==> src/rtl/spi_link_sched.sv <==
// Round-robin TX word scheduler and top-bit RX steering for the 16-bit SPI slave channel.
// Optional statistics counters are built only when SPI_LINK_SCHED_STATS_EN is defined.
module spi_link_sched #(
  parameter int              DW        = 16,
  parameter logic [DW-1:0]   IDLE_WORD = '0
) (
  input  logic          clk,
  input  logic          rst,
  input  logic          spi_rd_int,
  input  logic [DW-1:0] spi_rx_word,
  input  logic          spi_wr_int,
  output logic [DW-1:0] spi_tx_word,
  input  logic          req0_valid,
  input  logic [DW-1:0] req0_data,
  output logic          req0_ready,
  input  logic          req1_valid,
  input  logic [DW-1:0] req1_data,
  output logic          req1_ready,
  output logic [DW-1:0] rx_data,
  output logic          rx0_valid,
  output logic          rx1_valid,
  output logic [15:0]   tx_count,
  output logic [15:0]   rx_count,
  output logic [15:0]   idle_count
);

  typedef enum logic {ST_EMPTY, ST_LOADED} state_t;

  state_t        r_state;
  logic          r_ptr;
  logic [DW-1:0] r_tx_word;
  logic [DW-1:0] r_rx_data;
  logic          r_rx0_valid;
  logic          r_rx1_valid;
  logic          r_rd_s1, r_rd_s2, r_rd_s3;
  logic          r_wr_s1, r_wr_s2, r_wr_s3;

  logic w_rd_edge;
  logic w_wr_edge;
  logic w_empty;
  logic w_hs0;
  logic w_hs1;

  // NOTE: sequential state uses non-blocking assignments so every flop samples pre-edge values.
  always_ff @(posedge clk) begin
    if (rst) begin
      r_rd_s1 <= 1'b0;
      r_rd_s2 <= 1'b0;
      r_rd_s3 <= 1'b0;
      r_wr_s1 <= 1'b0;
      r_wr_s2 <= 1'b0;
      r_wr_s3 <= 1'b0;
    end else begin
      r_rd_s1 <= spi_rd_int;
      r_rd_s2 <= r_rd_s1;
      r_rd_s3 <= r_rd_s2;
      r_wr_s1 <= spi_wr_int;
      r_wr_s2 <= r_wr_s1;
      r_wr_s3 <= r_wr_s2;
    end
  end

  assign w_rd_edge = r_rd_s2 & ~r_rd_s3;
  assign w_wr_edge = r_wr_s2 & ~r_wr_s3;
  assign w_empty   = (r_state == ST_EMPTY);

  // The pointer only breaks ties; a lone valid requester is always granted.
  assign req0_ready = ~rst & w_empty & req0_valid & (~r_ptr | ~req1_valid);
  assign req1_ready = ~rst & w_empty & req1_valid & ( r_ptr | ~req0_valid);
  assign w_hs0      = req0_valid & req0_ready;
  assign w_hs1      = req1_valid & req1_ready;

  always_ff @(posedge clk) begin
    if (rst) begin
      r_state   <= ST_EMPTY;
      r_ptr     <= 1'b0;
      r_tx_word <= IDLE_WORD;
    end else begin
      case (r_state)
        ST_EMPTY: begin
          if (w_hs0) begin
            r_tx_word <= req0_data;
            r_state   <= ST_LOADED;
            r_ptr     <= 1'b1;
          end else if (w_hs1) begin
            r_tx_word <= req1_data;
            r_state   <= ST_LOADED;
            r_ptr     <= 1'b0;
          end
        end
        ST_LOADED: begin
          if (w_wr_edge) begin
            r_tx_word <= IDLE_WORD;
            r_state   <= ST_EMPTY;
          end
        end
        default: begin
          r_state   <= ST_EMPTY;
          r_tx_word <= IDLE_WORD;
        end
      endcase
    end
  end

  always_ff @(posedge clk) begin
    if (rst) begin
      r_rx_data   <= '0;
      r_rx0_valid <= 1'b0;
      r_rx1_valid <= 1'b0;
    end else begin
      r_rx0_valid <= w_rd_edge & ~spi_rx_word[DW-1];
      r_rx1_valid <= w_rd_edge &  spi_rx_word[DW-1];
      if (w_rd_edge) r_rx_data <= spi_rx_word;
    end
  end

  assign spi_tx_word = r_tx_word;
  assign rx_data     = r_rx_data;
  assign rx0_valid   = r_rx0_valid;
  assign rx1_valid   = r_rx1_valid;

`ifdef SPI_LINK_SCHED_STATS_EN
  logic [15:0] r_tx_count;
  logic [15:0] r_rx_count;
  logic [15:0] r_idle_count;

  // Counters wrap naturally at 16 bits.
  always_ff @(posedge clk) begin
    if (rst) begin
      r_tx_count   <= '0;
      r_rx_count   <= '0;
      r_idle_count <= '0;
    end else begin
      if (w_wr_edge && !w_empty) r_tx_count   <= r_tx_count + 16'd1;
      if (w_wr_edge &&  w_empty) r_idle_count <= r_idle_count + 16'd1;
      if (w_rd_edge)             r_rx_count   <= r_rx_count + 16'd1;
    end
  end

  assign tx_count   = r_tx_count;
  assign rx_count   = r_rx_count;
  assign idle_count = r_idle_count;
`else
  assign tx_count   = 16'd0;
  assign rx_count   = 16'd0;
  assign idle_count = 16'd0;
`endif

endmodule
==> config.mk <==
export PLATFORM = sky130hd
export DESIGN_NAME = spi_link_sched
export DESIGN_NICKNAME = d
export VERILOG_FILES = /design/src/rtl/spi_link_sched.sv
export SDC_FILE = /design/constraint.sdc
export NUM_CORES = 1
export LEC_CHECK = 0
export ABC_AREA = 1
export BUFFER_PORTS_ARGS = -buffer_cell sky130_fd_sc_hd__buf_2
export CORE_MARGIN = 3
export CORE_UTILIZATION = 40
export CTS_BUF_LIST = sky130_fd_sc_hd__clkbuf_4 sky130_fd_sc_hd__clkbuf_8
export CTS_CLUSTER_DIAMETER = 200
export DETAILED_ROUTE_END_ITERATION = 7
export GPL_TIMING_DRIVEN = 0
export MAX_ROUTING_LAYER = met4
export PLACE_DENSITY = 0.82
export SLEW_MARGIN = 20
export SYNTH_ARGS = -nofsm -noshare
export SYNTH_HDL_FRONTEND = slang
export SYNTH_SLANG_ARGS = --single-unit
==> constraint.sdc <==
create_clock -name clk -period 1.26 [get_ports clk]
set_input_delay 0.252 -clock clk [delete_from_list [all_inputs] [get_ports clk]]
set_output_delay 0.252 -clock clk [all_outputs]
set_load 0.005 [all_outputs]
# Word level (Yosys, flattened, before mapping)
# Cells that the tools add are included.
[op_classes] n_eq_ne=2 n_mux=10 n_bitwise=21 reduce_logical=3
[op_table] operator="2-to-1 mux 16 bit" count=3
[op_table] operator="case mux 16 bit (2 select lines)" count=1
[op_table] operator="AND 1 bit" count=11
[op_table] operator="inverter 1 bit" count=8
[op_table] operator="2-to-1 mux 1 bit" count=5
[op_table] operator="AND reduction 2 bit" count=2
[op_table] operator="!= test 3 x 1 -> 1 bit, second input constant" count=1
[op_table] operator="!= test 2 x 1 -> 1 bit, second input constant" count=1
[op_table] operator="OR 1 bit" count=2
[op_table] operator="case mux 1 bit (2 select lines)" count=1
[op_table] operator="nonzero test 2 bit" count=1
[word_totals] register_bits=42 in_bits=54 out_inout_bits=84 word_cells=48

# Longest topological paths before layout
# Gate-level depths: netlist of run 1.
[logic_depth] ltp_word=8 ltp_mapped=7 ltp_nobuf=6

# Worst setup path before layout of run 1
# Ideal clock, no wire load.
[synth_timing] path_kind="register to register" startpoint="register r_rd_s2" endpoint="register r_rx_data[10] (netlist: rx_data[10])" setup_ns=0.116 t_arrival_ns=1.056 t_required_ns=1.144 path_slack_ns=0.088 path_stages_with_launch=7 path_buffers=1 synth_period_minus_slack_ns=1.172 path_cell_list="dfxtp_1 > inv_2 > nor2_1 > inv_2 > clkbuf_1 > nor2_1 > nor2_1"
[synth_via] elab_chain_len=1
[synth_rtl] item="from (decl)" line_no="35" text="logic r_rd_s1, r_rd_s2, r_rd_s3;"
[synth_rtl] item="from (signal assigned)" line_no="55" text="r_rd_s2 <= r_rd_s1;"
[synth_rtl] item="AND 1 bit" line_no="63" text="assign w_rd_edge = r_rd_s2 & ~r_rd_s3;"
[synth_rtl] item="to (signal assigned)" line_no="113" text="if (w_rd_edge) r_rx_data <= spi_rx_word;"
[synth_rtl] item="to (decl)" line_no="32" text="logic [DW-1:0] r_rx_data;"
# No other way between the ends.
# A chain may end at the register's enable or synchronous reset.

# Worst setup path in the final report of run 1
[layout_timing] startpoint="register r_state" endpoint="output req1_ready"
[layout_via] elab_chain_len=4
[layout_rtl] item="from (decl)" line_no="29" text="state_t r_state;"
[layout_rtl] item="from (signal assigned)" line_no="75" text="r_state <= ST_EMPTY;"
[layout_rtl] item="from (signal assigned)" line_no="83" text="r_state <= ST_LOADED;"
[layout_rtl] item="from (signal assigned)" line_no="87" text="r_state <= ST_LOADED;"
[layout_rtl] item="inverter 1 bit"
[layout_rtl] item="AND 1 bit (3 in a row)" line_no="69" text="assign req1_ready = ~rst & w_empty & req1_valid & ( r_ptr | ~req0_valid);"
[layout_rtl] item="to (decl)" line_no="18" text="output logic req1_ready,"
# No other way between the ends.

==> reports/metrics.yaml, run 1 <==
min_from: "spi_rx_word[15]"
clock_skew_ns: 0.003288
seq_area_frac_synth: 0.3662
post-route-min-period_ns: 1.383
clockBufferDepth: 2
core_area_sq_um: 5335
synth-seq-cells: 42
r2r_cells: 8
start_kind: "flop"
cts_hold_buf: 0
h-tree-depth: 2
netlist_area_sq_um: 2296
worst_pin_slew_ns: 0.6050
max_slew_margin: 0.5967
wl_per_cell_microns: 11.29
arrival_ns: 1.13
reg2reg_slack_ns: -0.08
yosys_warnings: 0
setup_viol: 17
setup_tns_ns: -0.8554
grt_pass1_vias: 2113
cts_tree: "yes"
fp.dieW_microns: 81.76
areaGrowthSynthToFinish_pct: 49.97
grt_remaining_overflow: 0
drt_wl_total_mm: 5.961
maxCapViolCount: 0
dp_hpwl_mm: 4.309
netlist_instances: 299
cp.required_ns: 1.01
crit_path_end: "req1_ready"
rsz0062_at_grt: "yes"
vias: 2339
ctsRootBufferMaster: "clkbuf_8"
die_h_microns: 81.76
synth_cell_types: 26
grt_max_degree: 13
ir_drop_mv: 0.7984
cp-startpoint: "r_state"
cp_max_fo: 3
post-route-period-util: 1.098
reg2reg_to: "spi_tx_word[3]"
antenna_found_initial: 0
drv_slew: 0
p_per_area_nw_per_um2: 968.4
ant_nets: 0
diodes: 0
viasPerCell: 4.430
num_rows: 26
ios: 138
firstDrtPassIters: 4
first_iter_violations: 73
drc: 0
dieArea_sq_um: 6685
fmax_ghz: 0.7231
io_buffers: 87
start_util: 0.4303
clock-sinks: 42
endpoint_kind: "output port"
worstReg2RegStart: "r_state"
p_leak_nw: 1.915
grt_pass1_wl_mm: 9.404
insertion_delay_ns: 0.28
dp_slack_ns: -0.1987
violations: "negative setup slack"
syn_avg_cell_area_sq_um: 7.679
crit_type: "flop to output port"
hold_violations: 0
drive_above_1_share: 0.4563
grt_use_total: 0.1819
clk_pin_slew_ns: 0.08
hp-class: "input port to flop"
finalPower_mw: 3.334
place_congestion: 0.7914
num-nets-final: 511
layout_setup_ws_ns: -0.1230
cts-buffers-inserted: 5
status: "finished, violations left"
## routing by layer
layer,up-vias,part of all wire,track usage
met5,-,0,-
met4,0,0.012,0.06146
met3,8,0.073,0.04167
met2,90,0.50,0.3045
met1,1051,0.41,0.2147
li1,1190,-,-
## how the worst min path moves through the flow
stage	slack (ns)	cells past startpoint	end
2_1_floorplan	0.33	1	rx0_valid
3_3_place_gp	0.39	2	r_rd_s2
3_5_place_dp	0.40	2	r_rd_s2
4_1_cts	0.13	2	rx0_valid
5_1_grt	0.13	2	rx0_valid
6_report	0.14	2	rx0_valid
## report_power, final
group | internal [mW] | leakage (nW) | switching [mW] | total [mW]
Clock | 0.553 | 0.0575 | 0.438 | 0.992
Sequential | 1.41 | 0.345 | 0.0475 | 1.46
Combinational | 0.452 | 1.51 | 0.429 | 0.881
Total | 2.42 | 1.92 | 0.915 | 3.33
## final cells by class
type                       instances  area [sq um]
sequential                        42         845.8
timing repair buffer             104         640.6
inverter                          45         173.9
tap                               70         87.58
clock buffer                       8         110.1
fill                             480          1892
buffer                            63         481.7
multi-input combinational        196          1104
## cells in the final DEF (no fill, tap or decap), types with 5 or more instances in the layout
cell      count
a21oi_1       7
a21oi_2      10
buf_2        88
buf_4        59
buf_6         7
clkbuf_8      8
conb_1       48
dfxtp_1      40
inv_1        41
nand2_1      19
nand3_2      11
nand3_4       5
nand4_1      32
nor2_1       37
o21ai_0      15
## cells by family after synthesis
group	Yosys count	synth area share
other	1	0.001633
flip-flops	42	0.3662
AND/OR/NAND/NOR	112	0.2708
buffers and inverters	109	0.2681
AO/OA/AOI/OAI	35	0.09319
## synth_stat cells
master,count,area [sq um]
a21oi_2,9,78.83
o21ai_0,15,75.07
inv_2,4,15.01
clkbuf_1,6,22.52
conb_1,1,3.750
buf_4,48,360.4
nand2_1,19,71.32
nand3_4,2,35.03
nand3_2,9,90.09
nor2_8,1,20.02
o21ai_1,1,5.000
nand2_4,1,11.26
a21boi_0,1,7.510
nand3_1,8,40.04
nor2_1,38,142.6
buf_1,2,7.510
dfxtp_1,42,840.8
inv_1,41,153.9
nand2_2,1,6.260
buf_6,1,11.26
buf_2,6,30.03
o31ai_1,1,7.510
buf_8,1,15.01
nor3_1,1,5.000
nand4_1,32,200.2
a21oi_1,8,40.04
## sequential cells by signal, summed over array words and instances (netlist names)
| signal | cells |
|---|---|
| r_state | 1 |
| r_wr_s1 | 1 |
| r_ptr | 1 |
| r_rd_s1 | 1 |
| spi_tx_word | 16 |
| r_wr_s3 | 1 |
| rx0_valid | 1 |
| rx1_valid | 1 |
| rx_data | 16 |
| r_rd_s2 | 1 |
| r_wr_s2 | 1 |
| r_rd_s3 | 1 |
## stage by stage
step | util | std cells | area, sq um | hold slack [ns]
2_1_floorplan | - | 346 | 2472 | 0.3313
6_report | 0.6454 | 528 | 3443 | 0.1352
3_3_place_gp | 0.5614 | 503 | 2995 | 0.3945
5_1_grt | 0.6454 | 528 | 3443 | 0.1310
3_5_place_dp | 0.5614 | 503 | 2995 | 0.3968
4_1_cts | 0.6255 | 525 | 3337 | 0.1259
## worst max-delay path, stage by stage, from the launching register on
cell and delay [ns]:
dfxtp_4 0.37, nor2_8 0.11, buf_6 0.12, nand3_4 0.09, inv_2 0.07, buf_6 0.09
## what timing repair did
| item | in CTS | in global routing |
|---|---|---|
| buffers inserted | 12 | 3 |
| endpoints found under the setup margin | 25 | 29 |
| cloned | 2 | 1 |
| resized for setup | 25 | 16 |
| pin swaps | 3 | 7 |
(Power assumes the default switching activity.)
==> run 2, diff against run 1 <==
--- a/config.mk
+++ b/config.mk
@@ -8,13 +8,13 @@
 export ABC_AREA = 1
 export BUFFER_PORTS_ARGS = -buffer_cell sky130_fd_sc_hd__buf_2
 export CORE_MARGIN = 3
-export CORE_UTILIZATION = 40
+export CORE_UTILIZATION = 45
 export CTS_BUF_LIST = sky130_fd_sc_hd__clkbuf_4 sky130_fd_sc_hd__clkbuf_8
 export CTS_CLUSTER_DIAMETER = 200
 export DETAILED_ROUTE_END_ITERATION = 7
 export GPL_TIMING_DRIVEN = 0
 export MAX_ROUTING_LAYER = met4
-export PLACE_DENSITY = 0.82
+export PLACE_DENSITY = 0.87
 export SLEW_MARGIN = 20
 export SYNTH_ARGS = -nofsm -noshare
 export SYNTH_HDL_FRONTEND = slang
==> constraint.sdc (replaced) <==
create_clock -name clk -period 1.4 [get_ports clk]
set_input_delay 0.28 -clock clk [delete_from_list [all_inputs] [get_ports clk]]
set_output_delay 0.28 -clock clk [all_outputs]
set_load 0.005 [all_outputs]
==> reports/metrics.yaml, run 2 (synthesized netlist as in run 1, its figures left out) <==
clock-sinks: 42
crit_type: "flop to output port"
grt_use_total: 0.1820
cts_tree: "yes"
core_area_sq_um: 4817
dp_hpwl_mm: 4.420
critical-path-slowest-cell: "dfxtp_4"
firstDrtPassIters: 4
h-tree-depth: 2
layout_commonest_cell: "buf_2"
num_rows: 25
vias: 2290
ant_nets: 0
drv_slew: 0
cts-buffers-inserted: 5
cp_top_family: "flip-flops"
crit_path_frequent_cell: "buf_6"
grt_pass1_vias: 1993
hold_ws_ns: 0.1708
rsz0062_at_grt: "yes"
endpoint_kind: "output port"
die_h_microns: 77.43
setup_viol: 0
drc: 0
maxCapViolCount: 0
hp-class: "input port to flop"
clk_pin_slew_ns: 0.07
finalPower_mw: 2.730
hold_violations: 0
first_iter_violations: 123
io_buffers: 87
areaGrowthSynthToFinish_pct: 39.18
antenna_found_initial: 0
reg2reg_slack_ns: 0.05
diodes: 0
fp.dieW_microns: 77.43
wl_per_cell_microns: 11.14
post-route-period-util: 0.9865
grt_max_degree: 13
critPathMaxStageDelay_ns: 0.36
clockBufferDepth: 2
start_kind: "flop"
fin_area_sq_um: 3196
drt_wl_total_mm: 5.736
cp_max_fo: 3
grt_remaining_overflow: 0
final_cell_mix: "buf_2 (89), buf_4 (56), conb_1 (48), inv_1 (41), dfxtp_1 (40)"
num-nets-final: 502
fmax_ghz: 0.7240
ir_drop_mv: 0.5583
placed_area_sq_um: 2992
crit_buf_inv: 3
grt_pass1_wl_mm: 8.818
post-route-min-period_ns: 1.381
busiest_layer: "met2"
arrival_ns: 1.10
insertion_delay_ns: 0.29
place_congestion: 0.8295
fin_util: 0.6634
ios: 138
worst_pin_slew_ns: 0.5935
p_leak_nw: 1.808
dieArea_sq_um: 5995
max_slew_margin: 0.6043
cts_hold_buf: 0
grt_util_met2: 0.3290
setup_tns_ns: 0
p_per_area_nw_per_um2: 854.2
status: "finished, final reports clean"
cp.required_ns: 1.12
grt_use_met1: 0.1986
drive_above_1_share: 0.4241
viasPerCell: 4.447
clock_skew_ns: 0.006959
grt_util_met3: 0.04292
start_util: 0.4766
ctsRootBufferMaster: "clkbuf_8"
path_cells: "nor2_8 > buf_6 > nand3_4 > inv_2 > buf_6"
## run 2: changes by cell type in the layout (fill, tap and decap cells not counted), sizes merged
cell	change
clkinv	+1
clkbuf	-2
buf	-9
nand2	-1
inv	+1
## run 2: timing repair
action | CTS | global route
resized for setup | 8 | 11
endpoints found under the hold margin | 0 | 0
setup endpoints to repair | 21 | 24
buffers inserted | 4 | 4
pin swaps | 2 | 2
## run 2: layer usage
layer | part of all wire | wire (microns) | vias to the layer above
met5 | 0 | 0 | -
met4 | 0.013 | 76 | 0
met3 | 0.062 | 356 | 8
met2 | 0.54 | 3114 | 84
met1 | 0.38 | 2189 | 1037
li1 | - | - | 1161
## run 2: layout make-up
class | count | area (sq um)
fill | 432 | 1622
multi-input combinational | 195 | 1037
sequential | 42 | 845.8
timing repair buffer | 95 | 511.7
buffer | 64 | 469.2
inverter | 45 | 168.9
tap | 67 | 83.83
clock buffer | 5 | 68.82
clock inverter | 2 | 10.01
## run 2: stage by stage
step	setup WS [ns]	instances
after floorplan	0.1836	346
after global placement	-0.02471	500
after detailed placement	-0.05128	500
after CTS	-0.04583	511
after global routing	-0.03141	515
final	0.01887	515
## run 2: worst register-to-register path: stages, from the launching register on
cell     delay, ns
dfxtp_4       0.36
nor2_8        0.11
buf_6         0.12
nand3_4       0.07
buf_4         0.19
nand2_8       0.09
buf_12        0.14
nand3_2       0.08
a21oi_2       0.13
## run 2: final timing paths
| check | depth (start not counted) | endpoint | startpoint |
|---|---|---|---|
| hold reg to reg | 2 | r_wr_s2 | r_wr_s1 |
| setup / recovery | 5 | req1_ready | r_state |
| hold / removal | 2 | rx0_valid | spi_rx_word[15] |
| setup reg to reg | 8 | spi_tx_word[5] | r_state |
## run 2: where the power goes
part	total, mW	switching (mW)	internal [mW]
combinational	0.688	0.347	0.340
sequential	1.32	0.0422	1.27
clock	0.727	0.392	0.335
==> run 3, diff against run 2 <==
--- a/config.mk
+++ b/config.mk
@@ -5,14 +5,14 @@
 export SDC_FILE = /design/constraint.sdc
 export NUM_CORES = 1
 export LEC_CHECK = 0
-export ABC_AREA = 1
 export BUFFER_PORTS_ARGS = -buffer_cell sky130_fd_sc_hd__buf_2
 export CORE_MARGIN = 3
-export CORE_UTILIZATION = 45
+export CORE_UTILIZATION = 43
 export CTS_BUF_LIST = sky130_fd_sc_hd__clkbuf_4 sky130_fd_sc_hd__clkbuf_8
 export CTS_CLUSTER_DIAMETER = 200
 export DETAILED_ROUTE_END_ITERATION = 7
 export GPL_TIMING_DRIVEN = 0
+export HOLD_SLACK_MARGIN = 0.02
 export MAX_ROUTING_LAYER = met4
 export PLACE_DENSITY = 0.87
 export SLEW_MARGIN = 20
==> reports/metrics.yaml, run 3 <==
worstReg2RegStart: "r_state"
cp_max_fo: 3
cp.required_ns: 1.12
vias: 1695
hold_ws_ns: 0.1797
syn_avg_cell_area_sq_um: 9.673
firstDrtPassIters: 3
ios: 138
post-route-period-util: 0.9589
reg2reg_slack_ns: 0.11
grt_remaining_overflow: 0
placed_area_sq_um: 2694
viasPerCell: 4.227
grt_pass1_wl_mm: 6.334
setup_viol: 0
fp.dieW_microns: 74.40
first_iter_violations: 44
layout.area.seq_sq_um: 843.3
drt_wl_total_mm: 4.355
p_leak_nw: 1.506
die_h_microns: 74.40
crit_type: "flop to output port"
synthMostInstantiatedCell: "buf_4"
min_from: "spi_rx_word[15]"
maxCapViolCount: 0
dieArea_sq_um: 5535
synth_edf_count: 0
yosys-top-cells-area: "dfxtp_1 (42%), buf_4 (19%), mux2i_1 (8.0%)"
cts-buffers-inserted: 5
min_to: "rx0_valid"
num_rows: 24
drc: 0
netlist_instances: 208
clk_pin_slew_ns: 0.07
antenna_found_initial: 0
synth_top_area_frac: 0.4179
synth_cell_types: 26
wl_per_cell_microns: 10.86
ctsRootBufferMaster: "clkbuf_8"
start_kind: "flop"
seq_area_frac_synth: 0.4179
synth_top_family_by_area: "buffers and inverters"
synth-seq-cells: 42
multi_input_area_sq_um: 892.1
p_per_area_nw_per_um2: 912.6
synthXorXnorAreaFrac: 0
final_cell_mix: "buf_2 (91), buf_4 (50), conb_1 (48), dfxtp_1 (40), nand2_1 (33)"
fin_area_sq_um: 2784
place_congestion: 0.7307
synth_compound_gate_area_share: 0.1629
arrival_ns: 1.06
ant_nets: 0
core_area_sq_um: 4444
insertion_delay_ns: 0.30
start_util: 0.4527
synth_common_cells: "buf_4 (50), dfxtp_1 (42), nand2_1 (33)"
grt_use_total: 0.1526
h-tree-depth: 2
post-route-min-period_ns: 1.342
yosys.area.top_type: "dfxtp_1"
synth-main-ff-cell: "dfxtp_1"
layout_commonest_cell: "buf_2"
status: "finished, final reports clean"
drive_above_1_share: 0.4814
fmax_ghz: 0.7449
yosys_warnings: 0
netlist_area_sq_um: 2012
endpoint_kind: "output port"
rsz0062_at_grt: "no"
areaGrowthSynthToFinish_pct: 38.37
clockBufferDepth: 2
num-nets-final: 402
synth-adder-area-share: 0
io_buffers: 88
clock_skew_ns: 0.009634
grt_pass1_vias: 1465
hp-class: "input port to flop"
fin_util: 0.6264
clock-sinks: 42
dp_hpwl_mm: 3.634
synthSimpleGateAreaFrac: 0.1095
synthMuxAreaShare: 0.07960
ir_drop_mv: 0.6758
finalPower_mw: 2.540
r2r_cells: 4
hold_violations: 0
drv_slew: 0
fillCellCount: 395
grt_max_degree: 17
diodes: 0
hold_path_depth: 2
async_flop_share: 0
reg2reg_to: "spi_tx_word[14]"
cts_tree: "yes"
[run 3: cell types whose count changed after synthesis, moves of 8 or more]
cell       previous run  this run
mux2i_1               0        16
a21oi_2               9         0
nand3_2               9         0
nand4_1              32         0
nand2_1              19        33
nand3_1               8         0
a21oi_1               8        17
nor2_1               38         2
o2bb2ai_2             0        10
o21ai_0              15         1
inv_1                41         3
[run 3: where the power goes]
part / leakage [nW] / internal [mW] / switching (mW)
clock: 0.0441 / 0.350 / 0.407
combinational: 1.12 / 0.272 / 0.214
sequential: 0.345 / 1.26 / 0.0375
[run 3: cell type report]
cell class	count	share of cell area
buffer	56	0.1533
clock buffer	5	0.02472
clock inverter	3	0.007640
inverter	3	0.004045
multi-input combinational	150	0.3204
sequential	42	0.3029
tap	52	0.02337
timing repair buffer	90	0.1636
[run 3: cells by family (layout without fill, tap and decap cells)]
kind of cell / count (synthesis) / after routing
buffers and inverters: 63 / 157
AND/OR/NAND/NOR: 48 / 48
multiplexers: 16 / 16
flip-flops: 42 / 42
AO/OA/AOI/OAI: 38 / 38
other: 1 / 48
[run 3: worst max path at each step]
stage	from	endpoint	slack, ns	cells after the start
floorplan	r_ptr	req0_ready	0.14	4
global placement	req0_valid	req0_ready	-0.13	6
detailed placement	req0_valid	req0_ready	-0.14	6
CTS	r_ptr	req0_ready	-0.006	4
global route	r_ptr	req1_ready	0.005	3
finish	r_ptr	req0_ready	0.06	3
[run 3: critical path: stages (launching register included)]
cell	delay [ns]
dfxtp_2	0.34
a21boi_2	0.16
and3_1	0.17
buf_2	0.11
[run 3: per-stage QoR]
step           setup TNS (ns)  cells  setup WS [ns]
2_1_floorplan               0    255         0.1422
6_report                    0    401        0.05753
5_1_grt                     0    401       0.005487
3_5_place_dp          -0.4810    395        -0.1439
4_1_cts             -0.006032    403      -0.006032
3_3_place_gp          -0.1729    395        -0.1284
[run 3: routing by layer]
| layer | wire, microns | share of wire | vias up | global-route usage |
|---|---|---|---|---|
| met5 | 0 | 0 | - | - |
| met4 | 42 | 0.0096 | 0 | 0.04743 |
| met3 | 464 | 0.11 | 6 | 0.05000 |
| met2 | 2217 | 0.51 | 87 | 0.2790 |
| met1 | 1629 | 0.37 | 725 | 0.1524 |
| li1 | - | - | 877 | - |
[run 3: timing repair]
action                     CTS  global route
setup endpoints to repair    1            17
cloned                       0             0
setup buffers                1             1
resized for setup            3             3
pin swaps                    0             1
hold buffers                 0             0
